**config.mk**
```make
export PLATFORM = sky130hd
export DESIGN_NAME = seg_scroller
export DESIGN_NICKNAME = d
export VERILOG_FILES = /design/src/rtl/seg_scroller.sv
export SDC_FILE = /design/constraint.sdc
export NUM_CORES = 1
export LEC_CHECK = 0
export ABC_AREA = 1
export CAP_MARGIN = 5
export CORE_UTILIZATION = 33
export CTS_CLUSTER_DIAMETER = 40
export DETAILED_ROUTE_END_ITERATION = 10
export MAX_ROUTING_LAYER = met4
export PLACE_DENSITY_LB_ADDON = 0.1
export SLEW_MARGIN = 15
export SYNTH_ARGS = -nofsm -noshare
export SYNTH_HDL_FRONTEND = slang
export SYNTH_MEMORY_MAX_BITS = 65536
export SYNTH_SLANG_ARGS = --single-unit
```
**constraint.sdc**
```tcl
create_clock -name clk -period 5.55 [get_ports clk]
set_input_delay 0.8325 -clock clk [delete_from_list [all_inputs] [get_ports clk]]
set_output_delay 0.8325 -clock clk [all_outputs]
set_load 0.05 [all_outputs]
```
**src/rtl/seg_scroller.sv**
```systemverilog
// seg_scroller: 16-entry message buffer with character decode and an 8-digit static or marquee window.
// Latency: o0..o7 are registered and reflect state, buffer and offset one clk edge later.
// Backpressure: none; writes and commands are accepted every cycle. Optional blink: define SEG_SCROLL_BLINK_EN.
module seg_scroller #(
    parameter int STEP_CYCLES  = 25000000,
    parameter int BLINK_CYCLES = 50000000
) (
    input  logic       clk,
    input  logic       rst,
    input  logic       wr_en,
    input  logic [3:0] wr_addr,
    input  logic [5:0] wr_data,
    input  logic [3:0] msg_len,
    input  logic       cmd_show,
    input  logic       cmd_scroll,
    input  logic       cmd_stop,
    input  logic [7:0] blink_mask,
    output logic [7:0] o0,
    output logic [7:0] o1,
    output logic [7:0] o2,
    output logic [7:0] o3,
    output logic [7:0] o4,
    output logic [7:0] o5,
    output logic [7:0] o6,
    output logic [7:0] o7,
    output logic       busy,
    output logic       wrap
);

    localparam int PW = (STEP_CYCLES > 2) ? $clog2(STEP_CYCLES) : 1;
    localparam logic [PW-1:0] PRESC_LAST = PW'(STEP_CYCLES - 1);
    localparam logic [5:0] BLANK_ENTRY = 6'b0_10000;

    typedef enum logic [1:0] {
        S_IDLE   = 2'd0,
        S_SHOW   = 2'd1,
        S_SCROLL = 2'd2
    } state_t;

    state_t        state;
    logic [5:0]    msg_buf [16];
    logic [4:0]    len_q;      // 1..16
    logic [4:0]    offset;     // 0..P-1, P <= 24
    logic [PW-1:0] presc;
    logic [7:0]    seg_q  [8];
    logic [7:0]    seg_nxt [8];
    logic [4:0]    len_sel;
    logic [4:0]    period;
    logic          blank_dig [8];

    // Character code to active-low {a,b,c,d,e,f,g,dp}; the dp bit applies to every code.
    function automatic logic [7:0] decode(input logic [5:0] ent);
        logic [7:0] pat;
        case (ent[4:0])
            5'h00: pat = 8'h03;
            5'h01: pat = 8'h9F;
            5'h02: pat = 8'h25;
            5'h03: pat = 8'h0D;
            5'h04: pat = 8'h99;
            5'h05: pat = 8'h49;
            5'h06: pat = 8'h41;
            5'h07: pat = 8'h1F;
            5'h08: pat = 8'h01;
            5'h09: pat = 8'h09;
            5'h0A: pat = 8'h11;
            5'h0B: pat = 8'hC1;
            5'h0C: pat = 8'h63;
            5'h0D: pat = 8'h85;
            5'h0E: pat = 8'h61;
            5'h0F: pat = 8'h71;
            5'h11: pat = 8'hFD;
            5'h12: pat = 8'h31;
            5'h13: pat = 8'hE3;
            5'h14: pat = 8'h91;
            5'h15: pat = 8'h83;
            5'h16: pat = 8'hF5;
            5'h17: pat = 8'hC5;
            default: pat = 8'hFF;
        endcase
        if (ent[5]) begin
            pat[0] = 1'b0;
        end
        return pat;
    endfunction

    // A zero length selects the full 16-entry buffer.
    assign len_sel = (msg_len == 4'd0) ? 5'd16 : {1'b0, msg_len};
    // Marquee period: message plus one window of trailing blanks.
    assign period  = len_q + 5'd8;
    assign busy    = (state != S_IDLE);

    // Command decode, state transitions, step prescaler, scroll offset and wrap pulse.
    always_ff @(posedge clk) begin
        if (rst) begin
            state  <= S_IDLE;
            len_q  <= 5'd16;
            offset <= 5'd0;
            presc  <= '0;
            wrap   <= 1'b0;
        end else begin
            wrap <= 1'b0;
            if (cmd_stop) begin
                state <= S_IDLE;
            end else if (cmd_scroll || cmd_show) begin
                state  <= cmd_scroll ? S_SCROLL : S_SHOW;
                len_q  <= len_sel;
                offset <= 5'd0;
                presc  <= '0;
            end else if (state == S_SCROLL) begin
                if (presc == PRESC_LAST) begin
                    presc <= '0;
                    if (offset == period - 5'd1) begin
                        offset <= 5'd0;
                        wrap   <= 1'b1;
                    end else begin
                        offset <= offset + 5'd1;
                    end
                end else begin
                    presc <= presc + 1'b1;
                end
            end
        end
    end

    // Message buffer; writes land in any state and are never blocked.
    always_ff @(posedge clk) begin
        if (rst) begin
            for (int i = 0; i < 16; i++) begin
                msg_buf[i] <= BLANK_ENTRY;
            end
        end else if (wr_en) begin
            msg_buf[wr_addr] <= wr_data;
        end
    end

`ifdef SEG_SCROLL_BLINK_EN
    localparam int BW = (BLINK_CYCLES > 2) ? $clog2(BLINK_CYCLES) : 1;
    localparam logic [BW-1:0] BLINK_LAST = BW'(BLINK_CYCLES - 1);

    logic [BW-1:0] bcnt;
    logic          phase;

    // Blink phase generator; parked at phase 0 while idle and restarted by every display command.
    always_ff @(posedge clk) begin
        if (rst || cmd_stop || cmd_show || cmd_scroll || state == S_IDLE) begin
            bcnt  <= '0;
            phase <= 1'b0;
        end else if (bcnt == BLINK_LAST) begin
            bcnt  <= '0;
            phase <= ~phase;
        end else begin
            bcnt <= bcnt + 1'b1;
        end
    end

    // Per-digit blanking during the off phase of the blink.
    always_comb begin
        for (int k = 0; k < 8; k++) begin
            blank_dig[k] = phase && blink_mask[k];
        end
    end
`else
    logic unused_blink;
    assign unused_blink = (^blink_mask) ^ (BLINK_CYCLES > 0);

    // Blinking is compiled out; no digit is ever forced blank.
    always_comb begin
        for (int k = 0; k < 8; k++) begin
            blank_dig[k] = 1'b0;
        end
    end
`endif

    // Window selection: static prefix in SHOW, modulo-P virtual sequence in SCROLL.
    always_comb begin
        logic [4:0] idx;
        idx = 5'd0;
        for (int k = 0; k < 8; k++) begin
            seg_nxt[k] = 8'hFF;
            idx = offset + 5'(k);
            if (idx >= period) begin
                idx = idx - period;
            end
            case (state)
                S_SHOW: begin
                    if (5'(k) < len_q) begin
                        seg_nxt[k] = decode(msg_buf[k]);
                    end
                end
                S_SCROLL: begin
                    if (idx < len_q) begin
                        seg_nxt[k] = decode(msg_buf[idx[3:0]]);
                    end
                end
                default: seg_nxt[k] = 8'hFF;
            endcase
            if (blank_dig[k]) begin
                seg_nxt[k] = 8'hFF;
            end
        end
    end

    // Output registers: one cycle behind state, buffer and offset.
    always_ff @(posedge clk) begin
        if (rst) begin
            for (int k = 0; k < 8; k++) begin
                seg_q[k] <= 8'hFF;
            end
        end else begin
            for (int k = 0; k < 8; k++) begin
                seg_q[k] <= seg_nxt[k];
            end
        end
    end

    assign o0 = seg_q[0];
    assign o1 = seg_q[1];
    assign o2 = seg_q[2];
    assign o3 = seg_q[3];
    assign o4 = seg_q[4];
    assign o5 = seg_q[5];
    assign o6 = seg_q[6];
    assign o7 = seg_q[7];

endmodule

```
; Word-level counts from Yosys, hierarchy flattened
; Memory sizes are Yosys's and may differ from the RTL's.
; Index checks and enable logic that the tools add are counted.
; W data, S select, Z words.
[op_classes]
reduce_logical = 11
n_eq_ne = 4
n_lt_le_gt_ge = 24
n_bitwise = 11
addsub = 18
mux = 75
[op_table]
columns = operator, n
row1 = $mux W8, 24
row2 = $pmux W8 S2, 8
row3 = $mux W25, 3
row4 = $mux W5, 13
row5 = $ge A5 B5 Y1, 8
row6 = $lt A5 B5 Y1, 8
row7 = $sub A5 B5 Y5, 8
row8 = $add A25 B1 Y25 const B, 1
row9 = $eq A25 B25 Y1 const B, 1
row10 = $mux W1, 24
row11 = $add A5 B3 Y5 const B, 4
row12 = $lt A3 B5 Y1 const A, 4
row13 = $add A5 B2 Y5 const B, 2
row14 = $lt A1 B5 Y1 const A, 2
row15 = $lt A2 B5 Y1 const A, 2
row16 = $or A1 B1 Y1, 8
row17 = $mux W6, 1
row18 = $reduce_bool A2 Y1, 3
row19 = $reduce_or A6 Y1, 1
row20 = $add A5 B1 Y5 const B, 1
row21 = $add A5 B4 Y5 const B, 1
row22 = $eq A5 B5 Y1, 1
row23 = $reduce_or A5 Y1, 1
row24 = $sub A5 B1 Y5 const B, 1
row25 = other kinds (10), 13
[word_totals]
ram_bits = 160
memories = 18
register_bits = 38
romBits = 3584
output_inout_bits = 66
[memory_table]
columns = memory, words, word_bits, read_ports, rd_ports_with_merged_regs, wr, line
row1 = (name not given), 32, 7, 1, 0, 0, 54  ; case (ent[4:0])
row2 = (name not given), 32, 7, 1, 0, 0, 54
row3 = (name not given), 32, 7, 1, 0, 0, 54
row4 = (name not given), 32, 7, 1, 0, 0, 54
row5 = (name not given), 32, 7, 1, 0, 0, 54
row6 = (name not given), 32, 7, 1, 0, 0, 54
row7 = 12 more memories, n/a, n/a, n/a, n/a, n/a, n/a

; Logic depth before layout (Yosys ltp)
; Gate-level depths: netlist of the first run.
; An unclocked memory read counts as a cell.
[logic_depth]
depth_word = 8
mapped_depth = 31
ltp_nobuf = 29

; Worst setup path after synthesis of the first run
; Ideal clock, no wire load.
[synth_timing]
path_type = register to register
from = register offset[1]
to = memory seg_q[3][6], in the netlist seg_q[0][30]
t_arrival_ps = 4355
n_path_buf = 3
required_ps = 5491
slack_ps = 1136
stages_incl_launch_ff = 28
cell_sequence = dfxtp_1 -> buf_4 -> clkinv_1 -> ha_1 -> inv_2 -> ha_1 -> inv_1 -> o21ai_1 -> nand3_1 -> nand2_1 -> buf_6 -> nand2_2 -> nand2_2 -> buf_2 -> nand2_1 -> nand3_1 -> nand3_1 -> nand2_1 -> nand2_1 -> nand2_1 -> inv_1 -> ha_1 -> or2_0 -> nand2_1 -> nand2_1 -> nand2_1 -> nand2_1 -> nand2_1
[synth_rtl]
columns = item, line
row1 = start: declaration, 43  ; logic [4:0] offset;
row2 = start signal: assignment, 116  ; offset <= offset + 5'd1;
row3 = end: declaration, 45  ; logic [7:0] seg_q [8];

==> results.md, run 1 <==
* Status: completed
* Worst slew pin tran at 1.04 ns
* Ys async rst share at 0%
* Met2 usage at 41.9%
* CP startpoint: offset[3]$_SDFFE_PP0P_
* Netlist cell types at 62
* Setup TNS at 0 ns
* Min Hold Slack at 0.485 ns
* Seq/Total Area, Yosys at 19.7%
* Die X at 277 um
* CTS buffer count at 17
* Number of setup buffers added after CTS at 0
* Yosys warns at 0
* Sequential Area at 4920 sq um
* GR Layer Usage met1 at 38.6%
* Final Skew at 0.0371 ns
* DRT antenna net count at 0
* MaxCap Viol Count at 0
* Buffers on Ports at 85
* Vias in the first global route at 25800
* Hold path start: presc[2]$_SDFFE_PP0P_
* Worst-case clock buffer depth at 2
* Pin count of the biggest net entering global routing at 66
* Finish-stage setup viols at 0
* Worst Path Arrival at 5.39 ns
* Hold path endpoint: presc[2]$_SDFFE_PP0P_
* Post-synthesis average cell area at 6.10 sq um
* Post-CTS Hold Fix Bufs at 0
* Hold WC Path Type: reg -> reg
* Post-Place Setup Slack at 0.561 ns
* PwrDens at 233 nW/um^2
* First drt pass iteration count at 7
* Die area at 76900 sq um
* Via count at 28100
* Crit end category: flip-flop
* Area occupied by multi-input gates at 17500 sq um
* WS Path Type: reg -> reg
* GR peak layer: met2
* Synthesis-stage register bit count at 198
* First-pass GRT wire length at 164000 um
* Clk_lat worst skew at 0.52 ns
* Startpoint Class: flip-flop
* Syn nets at 4331
* I/O Pins at 94
* Initial Util at 33.5%
* Vias/cell at 5.57
* Relative slew slack at 30.8%
* Die Ht at 277 um
* Fill cell count at 8284
* Clock net sink count at 198
* Slew Viols, Final at 0
* Peak supply drop at 0.000178 V
* Clk slew on worst S/H paths at 0.11 ns
* Post-DR wirelength/cell at 21.9 um
* Most common cell after layout, fill and taps aside: nand2_1
* Worst r2r dst: seg_q[1][24]$_SDFF_PP1_
* Post-Syn Area at 25000 sq um
* Nets@finish at 4295
* Gr usage total at 28.9%
* Post-route worst setup slack at 0.477 ns
* Total Routed Length at 110000 um
* WP data required at 5.87 ns
* Layout cells sized above 1 at 7.11%
* R2r startpoint: offset[3]$_SDFFE_PP0P_
* CORE AREA at 74700 sq um
* Initial antenna violation count at 1
* Cell row count at 100
* Total congestion overflow at 0
* Hold violation count in the final report at 0
* Cell depth of the worst hold path at 2
* Area grow syn2layout at 8.28%
* Detailed-route DRC error count at 0
* Fin crit share at 91.4%
* GPL Wtd Cong at 1.01
* FF-to-FF setup slack at 0.48 ns
* Worst Reg-to-Reg Cells at 19
* Top FF cell, synth: dfxtp_1
* Root buf cell: clkbuf_16
* Maximum fanout along the worst path at 9
* RSZ-0062 raised after global routing: no
* Post-CTS sizing at 0
* HPWL Detailed at 82600 um
* GR met3 Demand/Resource at 5.63%
* Commonest cells after routing, fill and taps aside: nand2_1, nand3_1, inv_1
* Iteration-0 DRC Markers at 3427
* Cell leakage power at 12.2 nW
* Post-synth EDFFs at 96
* Fmax at 0.197 GHz
* Post-Syn Instances at 4099
* Final min period at 5.07 ns
* # H-tree levels at 4
* CTS tree: yes
synth_stat cells, types with 6 or more instances:
cell type | count | area [sq um]
nand2_1 | 1314 | 4930
nand3_1 | 789 | 3950
inv_1 | 265 | 995
nor2_1 | 244 | 916
ha_1 | 200 | 2500
o21ai_0 | 199 | 996
a21oi_1 | 195 | 976
dfxtp_1 | 102 | 2040
edfxtp_1 | 96 | 2880
buf_2 | 79 | 395
clkbuf_1 | 79 | 297
o211ai_1 | 77 | 578
buf_4 | 49 | 368
nand2_2 | 47 | 294
xor2_1 | 39 | 342
inv_2 | 32 | 120
buf_6 | 25 | 282
nor3_1 | 24 | 120
o21ai_2 | 23 | 201
clkinv_1 | 17 | 63.8
a21o_1 | 16 | 120
nand4_1 | 16 | 100
a31oi_1 | 11 | 68.8
nand3_2 | 11 | 110
o21ai_1 | 11 | 55.1
o22ai_1 | 11 | 68.8
xnor2_1 | 10 | 87.6
nor2_2 | 9 | 56.3
nand2_4 | 8 | 90.1
o21ai_4 | 8 | 130
or2_2 | 8 | 50.1
nor4_1 | 7 | 43.8
a221oi_1 | 6 | 52.6
nand3b_1 | 6 | 45.0
sequential cells by signal, summed over array words and instances, names as in the netlist:
name / cells
len_q: 5
seg_q: 64
presc: 25
state: 2
wrap: 1
offset: 5
msg_buf: 96
critical path, stage by stage, from the launching register on:
cell      delay [ns]
dfxtp_1         0.64
ha_1            0.29
inv_1           0.05
o21ai_0         0.31
xor2_1          0.17
ha_1            0.35
inv_1           0.07
o21bai_1        0.33
nor2_8          0.07
nand2_8         0.12
inv_1           0.09
o21ai_2         0.56
inv_2           0.25
ha_1            0.33
nand2_1         0.09
inv_1           0.07
a221oi_4        0.66
nand3_1         0.14
nand2_1         0.10
nand3_1         0.17
metrics by stage:
step,power [W],instance area (sq um),std cells,utilization (%)
after floorplan,0.00403,25000,4099,-
after global placement,0.00492,26500,5013,35.4
after detailed placement,0.00489,26500,5013,35.4
after CTS,0.00628,27100,5045,36.2
after global routing,0.00674,27100,5046,36.3
final,0.00630,27100,5046,36.3
layout make-up:
class                           instances  share of cell area [%]
Multi-Input combinational cell       3350                    64.8
Sequential cell                       198                    18.2
Timing Repair Buffer                  182                    5.92
Tap cell                              969                    4.48
Inverter                              314                    4.36
Clock buffer                           19                    1.71
Clock inverter                         13                   0.559
Antenna cell                            1                 0.00924
cell families after synthesis:
kind of cell,synth area share (%)
and+or+nand+nor,43.4
AOI/OAI and AO/OA,14.7
buffers and inverters,10.2
xor gates and xnor gates,1.72
DFF,19.7
adders and majority gates,10.3
report_power, final:
group	switching, W	leakage, nW	internal, W
clock network	0.000726	0.302	0.000644
logic	0.00220	10.1	0.000994
registers	0.000137	1.76	0.00160
worst max path at each step:
stage	slack (ns)	depth (start not counted)	end
2_1_floorplan	1.14	27	seg_q[0][30]$_SDFF_PP1_
3_3_place_gp	0.58	19	seg_q[1][24]$_SDFF_PP1_
3_5_place_dp	0.56	19	seg_q[1][24]$_SDFF_PP1_
4_1_cts	0.50	19	seg_q[1][24]$_SDFF_PP1_
5_1_grt	0.19	21	seg_q[1][30]$_SDFF_PP1_
6_report	0.48	19	seg_q[1][24]$_SDFF_PP1_
metal layers:
metal	vias to the layer above	share of wire [%]
met3	205	9.4
li1	13600	-
met2	1298	42
met4	0	4.6
met1	13000	44
met5	-	0
(Power assumes the default switching activity.)
==> run 2, diff against run 1 <==
CAP_MARGIN = default   (was 5)
CORE_MARGIN = 2   (was default)
==> results.md, run 2 (same netlist as run 1, synthesis figures left out) <==
* Status: completed
* Worst Path Arrival at 5.50 ns (+0.11 ns)
* Final Skew at 0.0347 ns (-0.00238 ns)
* Max reg flops at 96 (unchanged)
* # H-tree levels at 4 (unchanged)
* WS Path Type: reg -> reg
* Cell leakage power at 12.3 nW (+0.93%)
* First-pass GRT wire length at 166000 um (+1.3%)
* Placement-stage cell area at 26700 sq um (+0.80%)
* Worst Reg-to-Reg Cells at 22 (+3)
* Worst-case clock buffer depth at 2 (unchanged)
* CP startpoint: len_q[3]$_SDFFE_PP0P_
* Clock net sink count at 198 (unchanged)
* Top cell by count, worst path: nand2_1
* Iteration-0 DRC Markers at 3461 (+0.99%)
* Top Registers: msg_buf: 96 flops, seg_q: 64 flops, presc: 25 flops
* Detailed-route DRC error count at 0 (unchanged)
* Crit end category: flip-flop
* Layout cells sized above 1 at 7.55% (+0.43 points)
* MaxCap Viol Count at 0 (unchanged)
* Area grow syn2layout at 9.07%
* Fin crit share at 92.1% (+0.66 points)
* RSZ-0062 raised after global routing: no
* Worst slew pin tran at 0.993 ns (-0.0449 ns)
* Pin count of the biggest net entering global routing at 66 (unchanged)
* Post-CTS Hold Fix Bufs at 0 (unchanged)
* DRT antenna net count at 0 (unchanged)
* Root buf cell: clkbuf_16
* Cell row count at 100 (unchanged)
* Worst r2r dst: seg_q[1][4]$_SDFF_PP1_
* HPWL Detailed at 84400 um (+2.1%)
* Most flop-heavy register: msg_buf
* Total congestion overflow at 0 (unchanged)
* Finish-stage setup viols at 0 (unchanged)
* CTS buffer count at 17 (unchanged)
* Post-DR wirelength/cell at 21.9 um (+0.19%)
* I/O Pins at 94 (unchanged)
* Via count at 28200 (+0.51%)
* WP data required at 5.94 ns (+0.07 ns)
* Initial antenna violation count at 1 (unchanged)
* FF-to-FF setup slack at 0.44 ns (-0.04 ns)
* Peak supply drop at 0.000174 V (-2.5%)
* Startpoint Class: flip-flop
* Number of setup buffers added after CTS at 0 (unchanged)
* Initial Util at 33.5% (unchanged)
* Post-route cell area at 27300 sq um (+0.73%)
* Vias/cell at 5.58 (+0.14%)
* Most common cell after layout, fill and taps aside: nand2_1
* Fin cells at 5065 (+0.38%)
* CTS tree: yes
* Fmax at 0.196 GHz (-0.71%)
* Worst setup endpoint: seg_q[1][4]$_SDFF_PP1_
* First drt pass iteration count at 6 (-1)
* Clk_lat worst skew at 0.52 ns (about the same)
* Min Hold Slack at 0.479 ns (-0.00655 ns)
* Maximum fanout along the worst path at 15 (+6)
* Vias in the first global route at 25600 (-0.66%)
* Die X at 279 um (+0.72%)
* Hold WC Path Type: reg -> reg
* R2r startpoint: len_q[3]$_SDFFE_PP0P_
* PwrDens at 232 nW/um^2 (-0.20%)
* Total Routed Length at 111000 um (+0.57%)
* Crit-path slowest cell: o21ai_2
* Buffers on Ports at 85 (unchanged)
* CORE AREA at 74700 sq um (unchanged)
* Relative slew slack at 33.8% (+3.0 points)
* Critical path, cell by cell: inv_1 -> ha_1 -> inv_1 -> ha_1 -> a21o_1 -> nor2_2 -> nand2_4 -> o21ai_2 -> o211ai_1 -> nand3_1 -> nand3_1 -> nand2_1 -> inv_1 -> ha_1 -> nand3_1 -> nand2_1 -> nand2_1 -> nand2_1 -> nand2_1 -> nand3_1 -> nand2_1 -> nand2_1
* Commonest cells after routing, fill and taps aside: nand2_1, nand3_1, inv_1
* GPL Wtd Cong at 0.993 (-1.2%)
* Post-CTS sizing at 0 (unchanged)
* Nets@finish at 4314 (+0.44%)
* Final min period at 5.11 ns (+0.0364 ns)
* Slew Viols, Final at 0 (unchanged)
* Hold violation count in the final report at 0 (unchanged)
* Clk slew on worst S/H paths at 0.09 ns (-0.02 ns)
* Gr usage total at 28.9% (about the same)
* Die Ht at 279 um (+0.72%)
* Setup TNS at 0 ns (unchanged)
* CP max stage delay at 0.68 ns (+0.02 ns)
* # placed instances at 5032 (+0.38%)
* Die area at 78000 sq um (+1.4%)
* Pwr Total at 0.00634 W (+0.53%)
run 2: cell count changes in the layout (fill, tap and decap cells not counted):
cell,before,now
buf_12,2,7
buf_4,95,109
clkbuf_16,18,17
clkbuf_8,1,0
clkinv_4,3,1
clkinv_8,4,5
ha_2,2,1
ha_4,0,1
inv_2,31,32
inv_6,1,3
run 2: layer usage:
metal / GRT usage, % / up-vias / part of all wire (%)
li1: - / 13700 / -
met1: 39.6 / 13100 / 44
met2: 42.4 / 1288 / 43
met3: 4.13 / 184 / 8.6
met4: 11.9 / 0 / 4.3
met5: - / - / 0
run 2: area by class of cell:
type	instances	area [sq um]
Timing Repair Buffer	201	1810
Sequential cell	198	4920
Multi-Input combinational cell	3350	17500
Fill cell	8294	47400
Tap cell	969	1210
Inverter	314	1180
Antenna cell	1	2.50
Clock buffer	17	425
Clock inverter	15	174
run 2: per-stage QoR:
| step | utilization [%] | worst slack, ns |
|---|---|---|
| 3_3_place_gp | 35.7 | 0.540 |
| 3_5_place_dp | 35.7 | 0.535 |
| 5_1_grt | 36.5 | 0.0466 |
| 2_1_floorplan | - | 1.14 |
| 4_1_cts | 36.5 | 0.481 |
| 6_report | 36.5 | 0.440 |
run 2: worst min-delay path by stage:
stage                               start               endpoint  slack, ns  depth (start not counted)
finish              presc[2]$_SDFFE_PP0P_  presc[2]$_SDFFE_PP0P_       0.48                          2
global route        presc[2]$_SDFFE_PP0P_  presc[2]$_SDFFE_PP0P_       0.51                          2
CTS                 presc[2]$_SDFFE_PP0P_  presc[2]$_SDFFE_PP0P_       0.48                          2
detailed placement  presc[2]$_SDFFE_PP0P_  presc[2]$_SDFFE_PP0P_       0.47                          2
global placement    presc[2]$_SDFFE_PP0P_  presc[2]$_SDFFE_PP0P_       0.47                          2
floorplan           presc[2]$_SDFFE_PP0P_  presc[2]$_SDFFE_PP0P_       0.45                          2
run 2: power breakdown:
part	leakage (nW)	switching [W]	internal, W
Clock	0.295	0.000751	0.000611
Sequential	1.76	0.000128	0.00160
Combinational	10.2	0.00223	0.00101
Total	12.3	0.00311	0.00322
run 2: critical path: cells and delay by family, from the launching register on:
kind	cells	cell delay (ns)
AND/OR/NAND/NOR	13	1.55
AO/OA/AOI/OAI	3	1.05
buffers and inverters	3	0.99
adder cells (fa/ha/maj)	3	1.07
flip-flops	1	0.32
